File: config.mk
export PLATFORM = sky130hd
export DESIGN_NAME = ft_clk_mon
export DESIGN_NICKNAME = d
export VERILOG_FILES = /design/src/rtl/ft_clk_mon.sv
export SDC_FILE = /design/constraint.sdc
export NUM_CORES = 1
export LEC_CHECK = 0
export ABC_AREA = 1
export BUFFER_PORTS_ARGS = -buffer_cell sky130_fd_sc_hd__buf_2
export CORE_AREA = 2 2 136 138
export CTS_CLUSTER_SIZE = 12
export DETAILED_ROUTE_END_ITERATION = 8
export DIE_AREA = 0 0 138 140
export PLACE_DENSITY_LB_ADDON = 0.2
export SLEW_MARGIN = 0
export SYNTH_ARGS = -nofsm -noshare
export SYNTH_HDL_FRONTEND = slang
export SYNTH_SLANG_ARGS = --single-unit
export TNS_END_PERCENT = 30
File: constraint.sdc
create_clock -name clk_i -period 2.5 [get_ports clk_i]
set_input_delay 0.125 -clock clk_i [delete_from_list [all_inputs] [get_ports clk_i]]
set_output_delay 0.125 -clock clk_i [all_outputs]
set_load 0.02 [all_outputs]
File: src/rtl/ft_clk_mon.sv
// ft_clk_mon: measures activity of a divided-down FT-domain clock from the
// system clock domain. The monitor counts transitions per fixed window,
// debounces a clock-OK flag over several good windows and keeps a sticky
// clock-lost flag for the status LED stage.
module ft_clk_mon #(
    parameter int WIN_CYC   = 5_000_000,
    parameter int CNT_W     = 24,
    parameter int MIN_EDGES = 40_000,
    parameter int MAX_EDGES = 54_000,
    parameter int GOOD_WIN  = 3
) (
    input  logic             clk_i,
    input  logic             rst_n_i,
    input  logic             ft_div_i,
    input  logic             clr_i,
    output logic [CNT_W-1:0] cnt_o,
    output logic             cnt_vld_o,
    output logic             clk_ok_o,
    output logic             lost_o
);

    // The window counter only needs to reach WIN_CYC-1.
    localparam int WIN_W = $clog2(WIN_CYC);
    // The run counter must be able to hold GOOD_WIN itself.
    localparam int RUN_W = $clog2(GOOD_WIN + 1);
    // The range check runs at a width that holds both the count and the limits,
    // so limits above the counter range never wrap.
    localparam int CMP_W = (CNT_W > 32) ? CNT_W : 32;

    localparam logic [WIN_W-1:0] WIN_LAST = WIN_W'(WIN_CYC - 1);
    localparam logic [CNT_W-1:0] CNT_MAX  = '1;
    localparam logic [RUN_W-1:0] RUN_TGT  = RUN_W'(GOOD_WIN);
    localparam logic [CMP_W-1:0] MIN_U    = CMP_W'(MIN_EDGES);
    localparam logic [CMP_W-1:0] MAX_U    = CMP_W'(MAX_EDGES);

    typedef enum logic [1:0] {
        ST_LOST  = 2'd0,
        ST_CHECK = 2'd1,
        ST_OK    = 2'd2
    } state_t;

    logic             r_s1;
    logic             r_s2;
    logic             r_s3;
    logic [WIN_W-1:0] r_win;
    logic [CNT_W-1:0] r_ec;
    logic [RUN_W-1:0] r_run;
    state_t           r_state;
    logic [CNT_W-1:0] r_cnt;
    logic             r_vld;
    logic             r_clkOk;
    logic             r_lost;

    logic             w_edge;
    logic             w_winEnd;
    logic [CNT_W-1:0] w_ecNext;
    logic [CMP_W-1:0] w_cntExt;
    logic             w_good;
    state_t           w_stateNxt;
    logic [RUN_W-1:0] w_runNxt;
    logic             w_setLost;

    // Either polarity of transition on the synchronized input counts as an edge.
    assign w_edge   = r_s2 ^ r_s3;
    assign w_winEnd = (r_win == WIN_LAST);
    assign w_ecNext = (w_edge && (r_ec != CNT_MAX)) ? (r_ec + CNT_W'(1)) : r_ec;
    assign w_cntExt = CMP_W'(w_ecNext);
    assign w_good   = (w_cntExt >= MIN_U) && (w_cntExt <= MAX_U);

    // Two-flop synchronizer for the asynchronous FT input plus an edge-detect stage.
    always_ff @(posedge clk_i or negedge rst_n_i) begin
        if (!rst_n_i) begin
            r_s1 <= 1'b0;
            r_s2 <= 1'b0;
            r_s3 <= 1'b0;
        end else begin
            r_s1 <= ft_div_i;
            r_s2 <= r_s1;
            r_s3 <= r_s2;
        end
    end

    // Window timer and saturating edge counter; the counter restarts each window
    // so every edge lands in exactly one reported count.
    always_ff @(posedge clk_i or negedge rst_n_i) begin
        if (!rst_n_i) begin
            r_win <= '0;
            r_ec  <= '0;
        end else if (w_winEnd) begin
            r_win <= '0;
            r_ec  <= '0;
        end else begin
            r_win <= r_win + WIN_W'(1);
            r_ec  <= w_ecNext;
        end
    end

    // Debounce state register.
    always_ff @(posedge clk_i or negedge rst_n_i) begin
        if (!rst_n_i) begin
            r_state <= ST_LOST;
            r_run   <= '0;
        end else begin
            r_state <= w_stateNxt;
            r_run   <= w_runNxt;
        end
    end

    // Next-state logic, evaluated only on the window-end cycle.
    always_comb begin
        w_stateNxt = r_state;
        w_runNxt   = r_run;
        w_setLost  = 1'b0;
        if (w_winEnd) begin
            case (r_state)
                ST_LOST: begin
                    if (w_good) begin
                        w_runNxt   = RUN_W'(1);
                        w_stateNxt = (GOOD_WIN == 1) ? ST_OK : ST_CHECK;
                    end
                end
                ST_CHECK: begin
                    if (w_good) begin
                        w_runNxt = r_run + RUN_W'(1);
                        if ((r_run + RUN_W'(1)) == RUN_TGT) begin
                            w_stateNxt = ST_OK;
                        end
                    end else begin
                        w_runNxt   = '0;
                        w_stateNxt = ST_LOST;
                    end
                end
                ST_OK: begin
                    if (!w_good) begin
                        w_runNxt   = '0;
                        w_stateNxt = ST_LOST;
                        w_setLost  = 1'b1;
                    end
                end
                default: begin
                    w_runNxt   = '0;
                    w_stateNxt = ST_LOST;
                end
            endcase
        end
    end

    // Registered outputs: count, valid strobe and OK flag all move on the window-end edge.
    always_ff @(posedge clk_i or negedge rst_n_i) begin
        if (!rst_n_i) begin
            r_cnt   <= '0;
            r_vld   <= 1'b0;
            r_clkOk <= 1'b0;
        end else begin
            r_vld <= w_winEnd;
            if (w_winEnd) begin
                r_cnt   <= w_ecNext;
                r_clkOk <= (w_stateNxt == ST_OK);
            end
        end
    end

    // Sticky lost flag; a new loss takes priority over a coincident clear.
    always_ff @(posedge clk_i or negedge rst_n_i) begin
        if (!rst_n_i) begin
            r_lost <= 1'b0;
        end else if (w_setLost) begin
            r_lost <= 1'b1;
        end else if (clr_i) begin
            r_lost <= 1'b0;
        end
    end

    assign cnt_o     = r_cnt;
    assign cnt_vld_o = r_vld;
    assign clk_ok_o  = r_clkOk;
    assign lost_o    = r_lost;

endmodule

# Word level (Yosys, flattened, before mapping)
# Cells that the tools add are included.
# classes
n_addsub	3
n_mul	0
div_mod_pow	0
order_cmp	2
eq_ne	8
shifts	0
mux	18
n_bitwise	1
n_reduce_logical	5
# ops
op	count
two-way mux 24 bit	2
adder 24 x 1 -> 24 bit, second input constant	1
>= comparator 24 x 16 -> 1 bit, second input constant	1
<= comparator 24 x 16 -> 1 bit, second input constant	1
inequality test 24 bit, second input constant	1
adder 23 x 1 -> 23 bit, second input constant	1
== test 23 bit, second input constant	1
two-way mux 23 bit	1
two-way mux 2 bit	8
case mux 2 bit (3 select lines)	2
== test 2 bit, second input constant	3
two-way mux 1 bit	5
inequality test 2 bit, second input constant	2
AND reduction 3 bit	1
adder 2 x 1 -> 2 bit, second input constant	1
== test 2 x 1 -> 1 bit, second input constant	1
logical AND 1 bit	2
zero test 2 bit	1
nonzero test 2 bit	1
XOR 1 bit	1
# word_totals
ff_bits	81
latchBits	0
ramBits	0
mem_bits_ro	0
inputBits	4
out_inout_bits	27
elab_cells	48
n_memories	0

# Longest topological paths before layout
# Gate-level depths: netlist (run 1).
# depth
depth_word	9
ltp_mapped	20
mapped_depth_nobuf	20

# Least setup slack after synthesis (run 1)
# OpenSTA, ideal clock, no wires.
# synth_timing
path_kind	reg2reg
from	register r_ec[0]
to	register r_run[1]
setup_time_ps	125
arrival_time_ps	2239
required_time_ps	2375
slack_ps	136
path_stages_with_launch	19
path_buffers	1
period_less_slack_ps	2364
path_cell_list	dfrtp_1 -> ha_1 -> inv_1 -> nor2_4 -> nand2_4 -> nor2_4 -> a21oi_2 -> buf_6 -> nor2_1 -> a21oi_1 -> nand2_1 -> nor2_1 -> nand2_1 -> nor2_2 -> nand3_2 -> nand2_2 -> nand3_2 -> nand2_1 -> nand2_1
# synth_between
elab_chain_cells	7
word_cells_on_any_way	12
cone_classes	add/sub (1); order compare (2); eq/ne (3); mux (3); reduce/logical (3)
# synth_rtl
element	line	text
start, declared	46	logic [CNT_W-1:0] r_ec;
start signal, assigned	94	r_ec <= w_ecNext;
branches (longest 2 deep; another with adder 24 x 1 -> 24 bit)	n/a	
two-way mux 24 bit (*)	66	assign w_ecNext = (w_edge && (r_ec != CNT_MAX)) ? (r_ec + CNT_W'(1)) : r_ec;
>= comparator 24 x 16 -> 1 bit or <= comparator 24 x 16 -> 1 bit (tied branches)	68	assign w_good = (w_cntExt >= MIN_U) && (w_cntExt <= MAX_U);
logical AND 1 bit (*)	68	
two-way mux 2 bit or inequality test 2 bit (tied branches)	n/a	
case mux 2 bit (3 select lines) or AND reduction 3 bit (tied branches)	n/a	
end signal, assigned	105	r_run <= w_runNxt;
end, declared	47	logic [RUN_W-1:0] r_run;
# Every way passes the cells marked *.
# A chain may end at the register's enable or synchronous reset.

# Final worst setup path (run 1)
# layout_timing
from	register r_ec[0]
to	register r_run[0]
# Same word-level chain as after synthesis.

==> results of run 1 <==
==> synthesized netlist by cell type, drive strengths merged <==
cell	number
o21a	3
o2111ai	2
dfrtp	81
buf	6
nand3	40
ha	3
nand4	14
xor2	7
nor4	2
nor3b	1
clkinv	1
nand2	186
a211oi	1
or2	1
and2	1
nor2	96
xnor2	5
nor3	7
a31oi	1
o22ai	1
o21ai	37
nand3b	2
a211o	1
clkbuf	8
a21oi	18
inv	81
==> cell families after synthesis <==
family                   count (synthesis)  synth area share [%]
AND/OR/NAND/NOR                        350                  34.0
flip-flops                              81                  46.0
adder cells (fa/ha/maj)                  3                 0.852
XOR/XNOR                                12                  2.38
buffers and inverters                   96                  8.80
AO/OA/AOI/OAI                           64                  7.98
==> sequential cells by signal, summed over array words and instances, names as in the netlist <==
signal and flops:
r_state 2, r_run 2, lost_o 1, r_s3 1
r_win 23, r_s2 1, cnt_o 24, cnt_vld_o 1
r_s1 1, clk_ok_o 1, r_ec 24
==> per-layer routing <==
metal  GRT usage [%]  up-vias
met1            15.4     1999
met5               0        -
met3            3.25       13
li1                -     2135
met2            22.7       51
met4            5.37        0
==> layout make-up <==
type / count / area (µm²)
well taps: 229 / 287
fillers: 1913 / 11700
flip-flops and latches: 81 / 2030
clock inverters: 4 / 20.0
inverters: 82 / 314
repair buffers: 116 / 850
multi-input cells: 431 / 2320
clock buffers: 11 / 243
==> path summary, 6_finish.rpt <==
check | cells after the start | startpoint | endpoint | slack (ns)
max | 17 | r_ec[0] | r_run[0] | 0.02
min | 2 | rst_n_i | r_win[1] | 0.36
max reg2reg | 17 | r_ec[0] | r_run[0] | 0.02
min reg2reg | 0 | r_s1 | r_s2 | 0.37
max in group asynchronous | 3 | rst_n_i | cnt_o[14] | 1.43
min in group clk_i | 0 | r_s1 | r_s2 | 0.37
==> cells in the final DEF, fill, tap and decap left out, types with 4 or more instances in the layout <==
| master | count |
|---|---|
| nand2_1 | 164 |
| dfrtp_1 | 79 |
| inv_1 | 77 |
| buf_4 | 77 |
| nor2_1 | 64 |
| o21ai_0 | 36 |
| nand3_1 | 33 |
| buf_2 | 29 |
| nor2_2 | 20 |
| nand2_2 | 18 |
| nand4_1 | 14 |
| nor2_4 | 12 |
| a21oi_1 | 11 |
| clkbuf_16 | 9 |
| xor2_1 | 7 |
| nor3_1 | 5 |
| nand3_2 | 5 |
| buf_6 | 5 |
| a21oi_4 | 4 |
| a21oi_2 | 4 |
| xnor2_1 | 4 |
| clkinv_2 | 4 |
==> what timing repair did <==
item / 4_1_cts / 5_1_grt
hold buffers: 3 / 0
gates cloned: 2 / 1
buffers inserted: 4 / 11
endpoints found under the hold margin: 50 / 0
pin swaps: 10 / 26
setup endpoints to repair: 6 / 12
gates resized for setup: 23 / 65
==> per-stage QoR <==
stage | power, µW | utilization [%] | instances
finish | 3340 | 34.1 | 954
global route | 3540 | 34.1 | 954
CTS | 3220 | 32.1 | 942
detailed placement | 1950 | 29.7 | 918
global placement | 1940 | 29.7 | 918
floorplan | 1710 | - | 606
==> report_power, final <==
| group | leakage [µW] | switching [µW] | internal, µW |
|---|---|---|---|
| clock | 0.000135 | 512 | 687 |
| combinational | 0.00171 | 381 | 317 |
| sequential | 0.00109 | 70.0 | 1370 |
==> summary.txt, run 1 <==
Die Span X: 138 µm
Tcrit/Tclk final: 99.1%
Setup-failing EPs final: 0
Max-Cap Viols: 0
Ant. Diodes: 0
Largest area contributor in the netlist: dfrtp_1
H-tree depth: 3
Final #Nets: 728
Peak Freq: 0.404 GHz
Hold_ws: 0.359 ns
CTS tree: yes
Vias: 4,198
Crit-path max FO: 5
Drt wl/cell: 12.9 µm
CTS clk-pin slew, worst paths: 0.06 ns
WL met1: 5.57 mm
CTS Sinks: 81
Die height: 140 µm
Vias in the first global route: 4,228
Routed Antenna Nets: 0
Largest net degree at the start of global routing: 51
First-pass GRT wire length: 20.5 mm
Initial antenna violation count: 0
Cell Rows: 49
Sum of negative setup slack: 0 ns
Design area: 0.00606 mm²
Synthesized instance count: 606
Synth Cell Area: 0.00441 mm²
Post-Syn Nets: 613
Cell variety after synth: 36
Ys Warns: 0
GPL Wtd Cong: 0.852
Crit-path slowest cell: dfrtp_1
Uppermost routed layer: met4
Critical path type: flop to flop
Top delay family on crit path: simple AND/OR/NAND/NOR gates
Clock root cell: clkbuf_16
Area delta synth->final: 37.5%
Slew @ Worst Pin: 0.658 ns
Critical path data arrival time: 2.70 ns
Area contributors post-synth: dfrtp_1 46%, nand2_1 15%, nor2_1 7.5%, inv_1 6.8%, nand3_1 4.3%
WP data required: 2.72 ns
Post-Route WL: 12.3 mm
Fin Clk Skew: 0.00509 ns
Post-DP HPWL: 8.82 mm
Fraction of layout cells with a size suffix above 1: 29.0%
Routed wl met3: 340 µm
Final hold viol count: 0
Setup ws final: 0.0221 ns
Clock latency on the worst-skew pair: 0.34 ns
Grt total ovfl: 0
Maximum VDD drop: 305 µV
CP Capture Type: flop
Total CTS buffers: 9
Slowest stage delay, CP: 0.39 ns
IO Pins: 31
CP Buf/Inv Count: 2
Pleak: 0.00294 µW
Slew headroom: 56.2%
Syn_area_per_cell: 7.27 µm²
GRT Util Overall: 13.1%
CP dominant cell by count: nand2_1
Max-slew violations: 0
RSZ-0062 raised after global routing: yes
Yosys reg bits: 81
Period minus WS final: 2.48 ns
Via-per-instance ratio: 4.40
Synth top area share: 46.0%
Pre-antenna DRT Iters: 4
Crit start category: flop
Setup WS pre-CTS: -0.319 ns
Pwr dens: 550 mW/mm²
Hold crit path type: input port to async pin
Max clock buf depth: 2
Seq/Total Area, Yosys: 46.0%
Starting Density: 24.8%
Die ar.: 0.0193 mm²
Metal2 WL: 6.10 mm
Port Buffer Count: 30
Drt initial violations: 255
CORE AREA: 0.0178 mm²
Placed Area: 0.00528 mm²
Critical-path cell list: ha_4 -> inv_4 -> nor2_4 -> nand2_4 -> nor2_4 -> a21oi_4 -> buf_4 -> a21oi_1 -> nand2_1 -> nor2_1 -> nand2_1 -> nor2_4 -> nand3_4 -> nand2_2 -> nand3_2 -> nand2_1 -> nand2_1
Status: completed
DRC errors left: 0
(Power assumes the default switching activity.)
==> inputs of run 2 (changes only) <==
clock period = 3.16 ns   (was 2.5 ns; I/O delays follow)
==> run 2 against run 1 <==
  * Combinational power fell by 58%
  * Critical endpoint is now r_run[1]
  * Highest routed layer unchanged
  * Setup slack improved by 0.35 ns
  * The flow now finishes with violations (negative hold slack)
  * Largest cell class is now sequential cells
  * Fmax fell by 11%
  * First-iteration DRC count fell by 37%
==> summary.txt, run 2 (synthesized netlist as in run 1, its figures left out) <==
Status: finished, violations left
Failing checks: negative hold slack
GR Util met3: 3.28% (+0.034 points)
RSZ-0062 raised after global routing: no
Largest net degree at the start of global routing: 82 (+61%)
Via-per-instance ratio: 4.42 (+0.51%)
Die height: 140 µm (unchanged)
Slew @ Worst Pin: 1.06 ns (+0.403 ns)
Setup-failing EPs final: 0 (unchanged)
Crit start category: flop
Crit-path max FO: 15 (+10)
Critical path data arrival time: 3.02 ns (+0.32 ns)
Most common cell after layout, fill and taps aside: nand2_1
Hold crit path type: input port to async pin
H-tree depth: 3 (unchanged)
IO Pins: 31 (unchanged)
Initial antenna violation count: 0 (unchanged)
Grt total ovfl: 0 (unchanged)
Setup WS pre-CTS: 0.180 ns (+0.499 ns)
Period minus WS final: 2.78 ns (+0.306 ns)
Fill cells: 1,962 (+2.6%)
Pre-antenna DRT Iters: 5 (+1)
Fin Clk Skew: 0.00929 ns (+0.00419 ns)
Total CTS buffers: 9 (unchanged)
Die ar.: 0.0193 mm² (unchanged)
Max-Cap Viols: 0 (unchanged)
Die Span X: 138 µm (unchanged)
Area of the multi-input gates: 0.00201 mm² (-14%)
Setup ws final: 0.376 ns (+0.354 ns)
Max-slew violations: 0 (unchanged)
WP data required: 3.40 ns (+0.68 ns)
Tcrit/Tclk final: 88.1% (-11 points)
Final Total Pwr: 2570 µW (-23%)
Drt initial violations: 161 (-37%)
Maximum VDD drop: 246 µV (-19%)
Port Buffer Count: 30 (unchanged)
Clock latency on the worst-skew pair: 0.35 ns (about the same)
Post-Route WL: 11.0 mm (-10%)
CTS clk-pin slew, worst paths: 0.06 ns (about the same)
Starting Density: 24.8% (unchanged)
First-pass GRT wire length: 19.3 mm (-6.0%)
Area taken by flip-flops and latches: 0.00203 mm² (-0.12%)
Sum of negative setup slack: 0 ns (unchanged)
Critical path type: flop to flop
Post-DP HPWL: 8.14 mm (-7.7%)
GPL Wtd Cong: 0.874 (+2.6%)
CTS Sinks: 81 (unchanged)
DRC errors left: 0 (unchanged)
Fraction of layout cells with a size suffix above 1: 11.3% (-18 points)
Pleak: 0.00252 µW (-14%)
Hold_ws: -0.00229 ns (-0.361 ns)
Commonest non-fill, non-tap cells in the layout: 178 x nand2_1, 88 x nor2_1, 81 x dfrtp_1, 80 x inv_1, 38 x nand3_1
CTS tree: yes
Max clock buf depth: 2 (unchanged)
Final design utilization: 29.0% (-5.0 points)
Vias: 3,870 (-7.8%)
GR Util met2: 21.3% (-1.5 points)
Slew headroom: 29.3% (-27 points)
Ant. Diodes: 0 (unchanged)
Vias in the first global route: 3,948 (-6.6%)
GRT Util Overall: 12.4% (-0.71 points)
Final #Nets: 648 (-11%)
Final hold viol count: 1 (+1)
Grt peak-use layer: met2
Cell Rows: 49 (unchanged)
Peak Freq: 0.359 GHz (-11%)
Clock root cell: clkbuf_16
Area delta synth->final: 17.2%
Drt wl/cell: 12.6 µm (-2.0%)
CORE AREA: 0.0178 mm² (unchanged)
Routed Antenna Nets: 0 (unchanged)
CP Capture Type: flop
Met1 GRT Util: 14.4% (-1.0 points)
Pwr dens: 497 mW/mm² (-9.8%)
## run 2: critical path, stage by stage (launching register included)
cell       delay [ns]
dfrtp_1          0.43
ha_1             0.24
inv_1            0.10
nor2_4           0.19
nand2_4          0.08
nor2_4           0.15
nand2_2          0.17
nand2_4          0.21
nand2_1          0.08
nand2_1          0.13
nand2_1          0.09
nor2_1           0.18
nand2_1          0.08
nor2_1           0.12
nor2_2           0.07
nand3_2          0.09
clkinv_1         0.10
o2111ai_1        0.09
nand2_1          0.07
## run 2: cell type report
cell class	count	area share [%]
Sequential cell	81	39.2
Multi-Input combinational cell	429	38.8
Inverter	82	5.96
Tap cell	229	5.55
Clock buffer	10	4.43
Timing Repair Buffer	38	4.22
Clock inverter	6	1.77
## run 2: worst paths after layout
| kind | from | endpoint | slack (ns) | depth (start not counted) |
|---|---|---|---|---|
| setup / recovery | r_ec[0] | r_run[1] | 0.38 | 18 |
| hold / removal | rst_n_i | r_win[0] | -0.002 | 1 |
| setup reg to reg | r_ec[0] | r_run[1] | 0.38 | 18 |
| hold reg to reg | r_s1 | r_s2 | 0.37 | 0 |
| max in group asynchronous | rst_n_i | r_ec[22] | 2.48 | 1 |
| min in group clk_i | r_s1 | r_s2 | 0.37 | 0 |
## run 2: routing by layer
| layer | wire, µm | vias to the layer above |
|---|---|---|
| met5 | 0 | - |
| met4 | 276 | 0 |
| met3 | 417 | 21 |
| met2 | 5450 | 58 |
| met1 | 4880 | 1819 |
| li1 | - | 1972 |
## run 2: report_power, final
part           leakage, µW  total (µW)  switching (µW)  internal (µW)
Clock             0.000157        1130             435            696
Combinational      0.00128         290             197           93.6
Sequential         0.00109        1140            63.2           1080
Total              0.00252        2570             695           1870
## run 2: timing repair
action	CTS	global route
buffers inserted	0	0
resized for setup	0	2
endpoints found under the hold margin	2	0
hold buffers	2	0
setup endpoints to repair	0	3
## run 2: through the flow
stage	instance area (µm²)	instances	hold slack [ns]
4_1_cts	5150	875	0.0473
6_report	5160	875	-0.00229
3_5_place_dp	4810	857	0.270
2_1_floorplan	4410	606	-0.138
5_1_grt	5160	875	0.0966
3_3_place_gp	4810	857	0.284
